===== src/rtl/camera_dvp_capture.sv =====
// DVP camera capture: registers the 8-bit sensor bus, packs byte pairs into 16-bit words
// and writes them to the prefetch FIFO, with settling-frame skip and line/frame geometry checks.
module camera_dvp_capture #(
    parameter int SKIP_FRAMES = 10,
    parameter int H_PIX       = 1280,
    parameter int V_LINES     = 720,
    parameter int BYTE_ORDER  = 0
) (
    input  logic        clk,
    input  logic        rst_n,
    input  logic        cam_vsync,
    input  logic        cam_href,
    input  logic [7:0]  cam_data,
    input  logic        fifo_wr_vld,
    input  logic        err_clr,
    output logic        fifo_wr_en,
    output logic [15:0] fifo_wr_data,
    output logic        frame_start,
    output logic        frame_done,
    output logic [7:0]  frame_cnt,
    output logic        line_err,
    output logic        ovf_err
);
    localparam logic [1:0] S_SKIP   = 2'd0;
    localparam logic [1:0] S_WAIT   = 2'd1;
    localparam logic [1:0] S_ACTIVE = 2'd2;

    logic        r_vs, r_vs_d, r_hr, r_hr_d;
    logic [7:0]  r_data, r_first;
    logic [1:0]  r_state;
    logic [15:0] r_skip_cnt;
    logic        r_phase;
    logic [15:0] r_pix_cnt;
    logic [11:0] r_line_cnt;

    logic        w_vs_rise, w_vs_fall, w_hr_fall;
    logic        w_active, w_frame_end, w_line_end, w_pack, w_word_form;
    logic [15:0] w_word, w_skip_next;
    logic [11:0] w_line_next, w_lines_final;
    logic        w_line_err_set, w_ovf_set;

    assign w_vs_rise   = r_vs & ~r_vs_d;
    assign w_vs_fall   = ~r_vs & r_vs_d;
    assign w_hr_fall   = ~r_hr & r_hr_d;
    assign w_active    = (r_state == S_ACTIVE);
    assign w_frame_end = w_active & w_vs_rise;
    // A vsync rise with href still high closes the open line before the frame ends.
    assign w_line_end  = w_active & (w_hr_fall | (w_vs_rise & r_hr));
    assign w_pack      = w_active & r_hr & ~w_vs_rise;
    assign w_word_form = w_pack & r_phase;
    assign w_word      = (BYTE_ORDER != 0) ? {r_data, r_first} : {r_first, r_data};
    assign w_skip_next = r_skip_cnt + 16'd1;
    assign w_line_next = (r_line_cnt == 12'hFFF) ? r_line_cnt : r_line_cnt + 12'd1;
    assign w_lines_final = w_line_end ? w_line_next : r_line_cnt;

    assign w_line_err_set = (w_line_end & (r_phase | (r_pix_cnt != 16'(H_PIX))))
                          | (w_frame_end & (w_lines_final != 12'(V_LINES)));
    assign w_ovf_set      = w_word_form & ~fifo_wr_vld;

    always_ff @(posedge clk or negedge rst_n) begin
        if (!rst_n) begin
            r_vs   <= 1'b0;
            r_vs_d <= 1'b0;
            r_hr   <= 1'b0;
            r_hr_d <= 1'b0;
            r_data <= 8'd0;
        end else begin
            r_vs   <= cam_vsync;
            r_vs_d <= r_vs;
            r_hr   <= cam_href;
            r_hr_d <= r_hr;
            r_data <= cam_data;
        end
    end

    always_ff @(posedge clk or negedge rst_n) begin
        if (!rst_n) begin
            r_state     <= S_SKIP;
            r_skip_cnt  <= 16'd0;
            frame_start <= 1'b0;
            frame_done  <= 1'b0;
            frame_cnt   <= 8'd0;
        end else begin
            frame_start <= 1'b0;
            frame_done  <= 1'b0;
            case (r_state)
                S_SKIP: begin
                    if (r_skip_cnt >= 16'(SKIP_FRAMES)) begin
                        r_state <= S_WAIT;
                    end else if (w_vs_rise) begin
                        r_skip_cnt <= w_skip_next;
                        if (w_skip_next >= 16'(SKIP_FRAMES)) r_state <= S_WAIT;
                    end
                end
                S_WAIT: begin
                    if (w_vs_fall) begin
                        r_state     <= S_ACTIVE;
                        frame_start <= 1'b1;
                    end
                end
                S_ACTIVE: begin
                    if (w_vs_rise) begin
                        r_state    <= S_WAIT;
                        frame_done <= 1'b1;
                        frame_cnt  <= frame_cnt + 8'd1;
                    end
                end
                default: r_state <= S_SKIP;
            endcase
        end
    end

    always_ff @(posedge clk or negedge rst_n) begin
        if (!rst_n) begin
            r_phase    <= 1'b0;
            r_first    <= 8'd0;
            r_pix_cnt  <= 16'd0;
            r_line_cnt <= 12'd0;
        end else begin
            r_phase <= w_pack ? ~r_phase : 1'b0;
            if (w_pack && !r_phase) r_first <= r_data;
            if ((r_state == S_WAIT) && w_vs_fall) begin
                r_pix_cnt  <= 16'd0;
                r_line_cnt <= 12'd0;
            end else if (w_line_end) begin
                r_pix_cnt  <= 16'd0;
                r_line_cnt <= w_line_next;
            end else if (w_word_form && (r_pix_cnt != 16'hFFFF)) begin
                r_pix_cnt <= r_pix_cnt + 16'd1;
            end
        end
    end

    // A word that finds the FIFO full is dropped outright; the sensor cannot be stalled.
    always_ff @(posedge clk or negedge rst_n) begin
        if (!rst_n) begin
            fifo_wr_en   <= 1'b0;
            fifo_wr_data <= 16'd0;
            line_err     <= 1'b0;
            ovf_err      <= 1'b0;
        end else begin
            fifo_wr_en <= w_word_form & fifo_wr_vld;
            if (w_word_form) fifo_wr_data <= w_word;
            if (w_line_err_set)  line_err <= 1'b1;
            else if (err_clr)    line_err <= 1'b0;
            if (w_ovf_set)       ovf_err  <= 1'b1;
            else if (err_clr)    ovf_err  <= 1'b0;
        end
    end
endmodule

===== config.mk =====
export PLATFORM = sky130hd
export DESIGN_NAME = camera_dvp_capture
export DESIGN_NICKNAME = d
export VERILOG_FILES = /design/src/rtl/camera_dvp_capture.sv
export SDC_FILE = /design/constraint.sdc
export NUM_CORES = 1
export LEC_CHECK = 0
export CAP_MARGIN = 20
export CORE_ASPECT_RATIO = 0.6
export CORE_MARGIN = 1
export CORE_UTILIZATION = 33
export DETAILED_ROUTE_END_ITERATION = 10
export SETUP_SLACK_MARGIN = 0.1
export SLEW_MARGIN = 25
export SYNTH_ARGS = -nofsm -noshare
export SYNTH_HDL_FRONTEND = slang
export SYNTH_SLANG_ARGS = --single-unit

===== constraint.sdc =====
create_clock -name clk -period 3.2 [get_ports clk]
set_input_delay 0.64 -clock clk [delete_from_list [all_inputs] [get_ports clk]]
set_output_delay 0.64 -clock clk [all_outputs]
set_load 0.005 [all_outputs]

==> impl_results.md, run 1 <==
* Result of the run: completed
* Total of flip-flops plus latches after synthesis at 96
* Area growth from synthesis to layout at 20.7%
* Clock transition at the register clock pins on the worst setup and hold paths after CTS at ~0.07 ns
* Number of different library cells in the post-synthesis netlist at 51
* Kind of start point of the critical path: flip-flop
* Proportion of layout cells with a drive suffix above 1 at a little over a tenth
* Buffers from clock root to sink, at most at 2
* Post-synthesis cell area at ~4200 um2
* Reg area at between 2000 and 2500 um2
* Final setup violating endpoints at 0
* Part of the power in registers at 48.6%
* Total via count after detailed routing at 2767
* Worst setup path start: r_vs
* Power share of the clock group at between 30% and 40%
* Fraction of registers with async set or reset after synthesis at 100%
* Share of total power in combinational logic at between 10 and 15%
* Leakage power total at ~2.3 nW
* Die H at just under 90 um
* DRT met1 WL at approximately 4.4 mm
* Antenna diode instance count at 0
* Std-Cell Rows at 31
* Fill cell instance count of the final layout at 1165
* Beginning of the worst register-to-register path: r_vs
* Cell chosen for the clock root: clkbuf_16
* First-pass DRT Iterations at 4
* CP Capture Point: r_pix_cnt[9]
* Path length in cells of the critical path at 5
* Core Region at 12200 um2
* Buffers plus inverters on the worst setup path at 0
* Setup CP Type: reg2reg
* RSZ-0062 raised after global routing: false
* Max-slew violation count at 0
* VDD IR-drop max at 0.000293 V
* Layout Skew at 0.00844 ns
* Maximum number of pins on one net before global-route repair at 53
* Total of max-cap violations at 0
* DRT iter0 DRCs at 149
* Worst Setup End Kind: flip-flop
* Register area share after synthesis at between 50 and 60%
* Footprint of the multi-input gates at ~1700 um2
* Critical path, cell by cell: nand2b_1 > and4_4 > o311ai_4 > or3_2 > a21oi_1
* CTS resizes at 0
* Wire length of the first global-routing pass at 13.6 mm
* Number of buffers created by CTS at 9
* Clock period minus final worst setup slack at 2.07 ns
* GR Util All Layers at ~13%
* Antenna violations before repair at 0
* Nets at ~440
* Total Die Area at ~13000 um2
* Met3 WL post-DR at between 300 and 400 um
* Category of cells accounting for the largest share of critical-path delay: simple AND/OR/NAND/NOR gates
* EDFF count, synth at 0
* Total detailed-routing wirelength at 8.06 mm
* Per-cell routed wire length at around 14 um
* CP required at 3.46 ns
* Most common cell after layout, fill and taps aside: dfrtp_1
* Top routing layer in use: met4
* I/O Buffers at 42
* Final worst slack at 1.13 ns
* Most frequent cells in the layout: 96 x dfrtp_1, 63 x nand2_1, 41 x clkdlybuf4s50_1
* Final setup TNS at 0 ns
* Internal power at between 0.002 and 0.0025 W
* Nets in the synthesized netlist at a little over 400
* Number of hold violations in the final report at 0
* Count of H-tree levels built during CTS at 3
* Relative slew slack at 48.4%
* Delay of the slowest critical-path stage at about 0.46 ns
* # IOs at 43
* WP data arrival at roughly 2.3 ns
* Remaining Overflow, GRT at 0
* Switching portion of total power at roughly a quarter
* Cell count after synthesis at ~380
* Starting density of the core at 34.3%
* Post-DP HPWL at 5.74 mm
* Pwr dens at a little under 600 nW/um2
* CTS Sinks at 96
* Setup slack of the most critical reg-to-reg path at 1.13 ns
* Count of hold buffers inserted by post-cts repair at 0
* Worst Tran Pin Value at just under 0.8 ns
* Most used DFF post-synth: dfrtp_1
* Amount of wire on met2 after detailed routing at ~3.3 mm
* Slowest stage cell, crit path: and4_4
* Number of buffers inserted to repair setup after CTS at 0
* Tightest Hold Check Type: in2async
* Placer Congestion at between 0.8 and 0.9
* R2R Path End: r_pix_cnt[9]
* Power dissipated by switching net loads at between 0.0007 and 0.0008 W
* Mean number of vias per cell at approximately 4.7
* TritonCTS clock tree: done
* Fmax at about 0.48 GHz
* Remaining antenna violation count at 0
* Final Cycle Share at between 60% and 70%
* Number of synthesis warnings at 0
* Place WS at 1.14 ns
* Remaining design rule violation count at 0
* Avg Synthesized Cell Area at roughly 11 um2
* Via count of the first global-routing pass at 2657
* Worst skew pair latency at approximately 0.35 ns
* Maximum fanout count along the critical path at 20
* Number of cells traversed by the worst register-to-register path at 5
* X dimension of the die at about 150 um
[logic make-up (layout without fill, tap and decap cells)]
logic type      after synthesis  count (layout)  synth area share, %
buf+inv                      31              70                 3.08
xor+xnor                     28              28                 5.85
mux                          16              16                 4.12
simple gates                174             174                 21.2
flops                        96              96                 57.3
compound gates               31              31                 6.12
fa+ha+maj                     8               8                 2.33
[worst reg2reg max path, stage by stage, from the launching register on]
cell	delay [ns]
dfrtp_1	0.42
nand2b_1	0.27
and4_4	0.46
o311ai_4	0.22
or3_2	0.45
a21oi_1	0.17
[power groups by stage]
stage	sequential, W	clock (W)	combinational [W]
final	0.00146	0.00110	0.000438
after CTS	0.00146	0.00114	0.000446
after detailed placement	0.00148	0	0.000443
after floorplan	0.00146	0	0.000281
after global routing	0.00148	0.00119	0.000498
after global placement	0.00147	0	0.000433
[worst min-delay path by stage]
stage / startpoint / end / slack, ns / depth (start not counted)
detailed placement: r_skip_cnt[7] / r_skip_cnt[7] / 0.36 / 0
global placement: r_skip_cnt[7] / r_skip_cnt[7] / 0.36 / 0
floorplan: rst_n / fifo_wr_data[0] / 0.34 / 0
finish: rst_n / frame_done / 0.30 / 1
CTS: rst_n / frame_start / 0.31 / 1
global route: rst_n / frame_start / 0.33 / 1
[through the flow]
stage               hold slack, ns  std cells  util (%)  power, W  instance area [um2]
detailed placement           0.361        572      38.9   0.00192                 4750
CTS                          0.309        588      41.4   0.00304                 5060
finish                       0.296        588      41.4   0.00300                 5060
global route                 0.335        588      41.4   0.00317                 5060
floorplan                    0.344        384         -   0.00174                 4190
global placement             0.358        572      38.9   0.00191                 4750
[registers in the layout, summed over array words and instances (netlist names), 2 cells and up]
name	flops
r_skip_cnt	16
r_state	2
fifo_wr_data	16
r_pix_cnt	16
r_first	8
frame_cnt	8
r_line_cnt	12
r_data	8
[area by class of cell]
| type | count | share of cell area (%) |
|---|---|---|
| clock buffer | 9 | 4.45 |
| clock inverter | 7 | 1.71 |
| inverter | 11 | 0.816 |
| multi-input combinational | 257 | 32.8 |
| sequential | 96 | 47.5 |
| tap | 165 | 4.08 |
| timing repair buffer | 43 | 8.66 |
[Yosys cell counts, drive strengths merged (3+ instances only)]
master | number | area, um2
dfrtp | 96 | 2400
nand4 | 9 | 71.3
o21ai | 7 | 35.0
xnor2 | 15 | 131
nor4 | 3 | 18.8
mux2i | 6 | 60.1
and3 | 7 | 43.8
a21oi | 6 | 33.8
and4 | 6 | 57.6
ha | 7 | 87.6
nor4b | 3 | 26.3
nor3 | 3 | 15.0
or3 | 3 | 22.5
nor2 | 37 | 146
nand3b | 6 | 45.0
and2 | 3 | 18.8
buf | 3 | 23.8
nand3 | 18 | 90.1
xor2 | 13 | 114
nand2b | 5 | 31.3
nand2 | 63 | 236
o31ai | 3 | 36.3
mux2 | 10 | 113
clkbuf | 17 | 63.8
inv | 11 | 41.3
[per-layer routing]
layer | vias to the layer above | track usage (%)
li1 | 1369 | -
met1 | 1340 | 19.9
met2 | 52 | 18.5
met3 | 6 | 4.95
met4 | 0 | 2.81
met5 | - | 0
Power figures use the tool's default switching activity.
==> inputs of run 2 (changes only) <==
==> constraint.sdc (replaced) <==
create_clock -name clk -period 1.8 [get_ports clk]
set_input_delay 0.36 -clock clk [delete_from_list [all_inputs] [get_ports clk]]
set_output_delay 0.36 -clock clk [all_outputs]
set_load 0.005 [all_outputs]
==> impl_results.md, run 2 (synthesis results as in run 1) <==
* Remaining design rule violation count at 0 (unchanged)
* Nets at 499 (was 439)
* Buffers from clock root to sink, at most at 2 (unchanged)
* Total detailed-routing wirelength at 9.00 mm (was 8.06 mm)
* Total of max-cap violations at 0 (unchanged)
* First-pass DRT Iterations at 4 (unchanged)
* Final setup violating endpoints at 1 (was 0)
* Beginning of the worst register-to-register path: r_pix_cnt[0] (was r_vs)
* Hold Startpoint: r_skip_cnt[8]
* Kind of start point of the critical path: flip-flop (unchanged)
* Worst hold margin at 0.378 ns (was 0.296 ns)
* Relative slew slack at 70.9% (was 48.4%)
* Antenna violations before repair at 0 (unchanged)
* Number of hold violations in the final report at 0 (unchanged)
* Wire length of the first global-routing pass at 14.9 mm (was 13.6 mm)
* # IOs at 43 (unchanged)
* Maximum fanout count along the critical path at 5 (was 20)
* Max-slew violation count at 0 (unchanged)
* Biggest registers after layout: fifo_wr_data x16, r_pix_cnt x16, r_skip_cnt x16 (unchanged)
* Clock transition at the register clock pins on the worst setup and hold paths after CTS at 0.07 ns (about the same)
* CP required at 2.01 ns (was 3.46 ns)
* Number of buffers created by CTS at 9 (unchanged)
* Area growth from synthesis to layout at 37.7% (was 20.7%)
* Via count of the first global-routing pass at 2973 (was 2657)
* Post-DP HPWL at 6.18 mm (was 5.74 mm)
* Fmax at 0.555 GHz (was 0.484 GHz)
* Worst setup path start: r_pix_cnt[0] (was r_vs)
* Total via count after detailed routing at 3102 (was 2767)
* Core Region at 12200 um2 (unchanged)
* CTS Sinks at 96 (unchanged)
* Starting density of the core at 34.3% (unchanged)
* Pwr dens at 979 nW/um2 (was 593 nW/um2)
* Reg area at 2410 um2 (was 2400 um2)
* Final instance area at 5770 um2 (was 5060 um2)
* RSZ-0062 raised after global routing: true (was false)
* Final worst slack at -0.00250 ns (was 1.13 ns)
* Most common cell after layout, fill and taps aside: dfrtp_1 (unchanged)
* Std-Cell Rows at 31 (unchanged)
* Total Die Area at 13200 um2 (unchanged)
* I/O Buffers at 42 (unchanged)
* Die H at 89.3 um (unchanged)
* Final Cycle Share at 100% (was 64.6%)
* Result of the run: complete, but fails checks (was completed)
* DRT iter0 DRCs at 100 (was 149)
* Cell chosen for the clock root: clkbuf_16 (unchanged)
* Post-route insts no fill at 648 (was 588)
* Footprint of the multi-input gates at 1880 um2 (was 1660 um2)
* Fill cell instance count of the final layout at 1135 (was 1165)
* Worst skew pair latency at 0.34 ns (was 0.35 ns)
* Remaining Overflow, GRT at 0 (unchanged)
* Proportion of layout cells with a drive suffix above 1 at 29.0% (was 10.4%)
* Mean number of vias per cell at 4.79 (was 4.71)
* Remaining antenna violation count at 0 (unchanged)
* Cell area reported after detailed placement at 5060 um2 (was 4750 um2)
* Tightest Hold Check Type: reg2reg (was in2async)
* Per-cell routed wire length at 13.9 um (was 13.7 um)
* VDD IR-drop max at 0.000567 V (was 0.000293 V)
* Worst Setup End Kind: flip-flop (unchanged)
* Maximum number of pins on one net before global-route repair at 42 (was 53)
* Leakage power total at 2.65 nW (was 2.29 nW)
* WP data arrival at 2.02 ns (was 2.33 ns)
* Worst Tran Pin Value at 0.436 ns (was 0.772 ns)
* X dimension of the die at 147 um (unchanged)
* Antenna diode instance count at 0 (unchanged)
* Clock period minus final worst setup slack at 1.80 ns (was 2.07 ns)
* TritonCTS clock tree: done (unchanged)
* Failing checks: setup timing
* Placer Congestion at 0.838 (was 0.836)
* Most frequent cells in the layout: 93 x dfrtp_1, 61 x nand2_1, 51 x buf_4 (was 96 x dfrtp_1, 63 x nand2_1, 41 x clkdlybuf4s50_1)
* GR Util All Layers at 14.7% (was 13.4%)
* Setup CP Type: reg2reg (unchanged)
* Number of cells in the design after placement at 610 (was 572)
* Count of H-tree levels built during CTS at 3 (unchanged)
* Layout Skew at 0.00560 ns (was 0.00844 ns)
run 2: cell count changes in the layout (fill, tap and decap cells not counted), sizes merged:
cell / delta
buf: +59
clkinv: -1
dlygate4sd3: +1
clkbuf: +1
run 2: timing repair:
| action | 4_1_cts | 5_1_grt |
|---|---|---|
| gates resized for setup | 23 | 32 |
| buffers inserted | 14 | 7 |
| pin swaps | 14 | 21 |
| hold endpoints to repair | 28 | 0 |
| hold buffers | 1 | 0 |
| setup endpoints to repair | 17 | 32 |
run 2: final timing paths:
check / endpoint / slack, ns / cells past startpoint
max: line_err / -0.003 / 8
min: r_skip_cnt[8] / 0.38 / 0
max reg2reg: line_err / -0.003 / 8
min reg2reg: r_skip_cnt[8] / 0.38 / 0
max in group asynchronous: frame_cnt[3] / 0.73 / 3
min in group asynchronous: frame_start / 0.50 / 2
run 2: cell type report:
class,count,area share (%)
clock inverter,6,1.30
clock buffer,10,3.97
inverter,11,0.716
multi-input combinational,257,32.6
timing repair buffer,103,16.2
tap,165,3.58
sequential,96,41.7
run 2: report_power, final:
part           internal [W]  total (W)  switching (W)
Combinational      0.000632    0.00111       0.000480
Clock               0.00110    0.00195       0.000848
Sequential          0.00239    0.00259       0.000195
Total               0.00412    0.00565        0.00152
run 2: metal layers:
metal | vias up | GRT usage [%] | share of wire, % | wire length (um)
li1 | 1496 | - | - | -
met1 | 1553 | 21.2 | 52 | 4710
met2 | 43 | 21.5 | 43 | 3860
met3 | 10 | 3.67 | 3.7 | 331
met4 | 0 | 4.69 | 1.1 | 97
met5 | - | 0 | 0 | 0
run 2: critical path, cell delays in order (launching register included):
cell,delay [ns]
dfrtp_1,0.43
inv_1,0.08
ha_2,0.17
nor4b_4,0.19
nand4_1,0.21
a22o_1,0.25
nor2_1,0.08
and4_1,0.20
a31oi_1,0.07
run 2: metrics by stage:
| stage | power (W) | worst slack (ns) | TNS, ns | utilization (%) |
|---|---|---|---|---|
| global route | 0.00595 | -0.0725 | -0.250 | 47.2 |
| detailed placement | 0.00354 | 0.00858 | 0 | 41.4 |
| floorplan | 0.00309 | 0.119 | 0 | - |
| finish | 0.00565 | -0.00250 | -0.00250 | 47.2 |
| global placement | 0.00351 | 0.0163 | 0 | 41.4 |
| CTS | 0.00558 | 0.0561 | 0 | 45.6 |
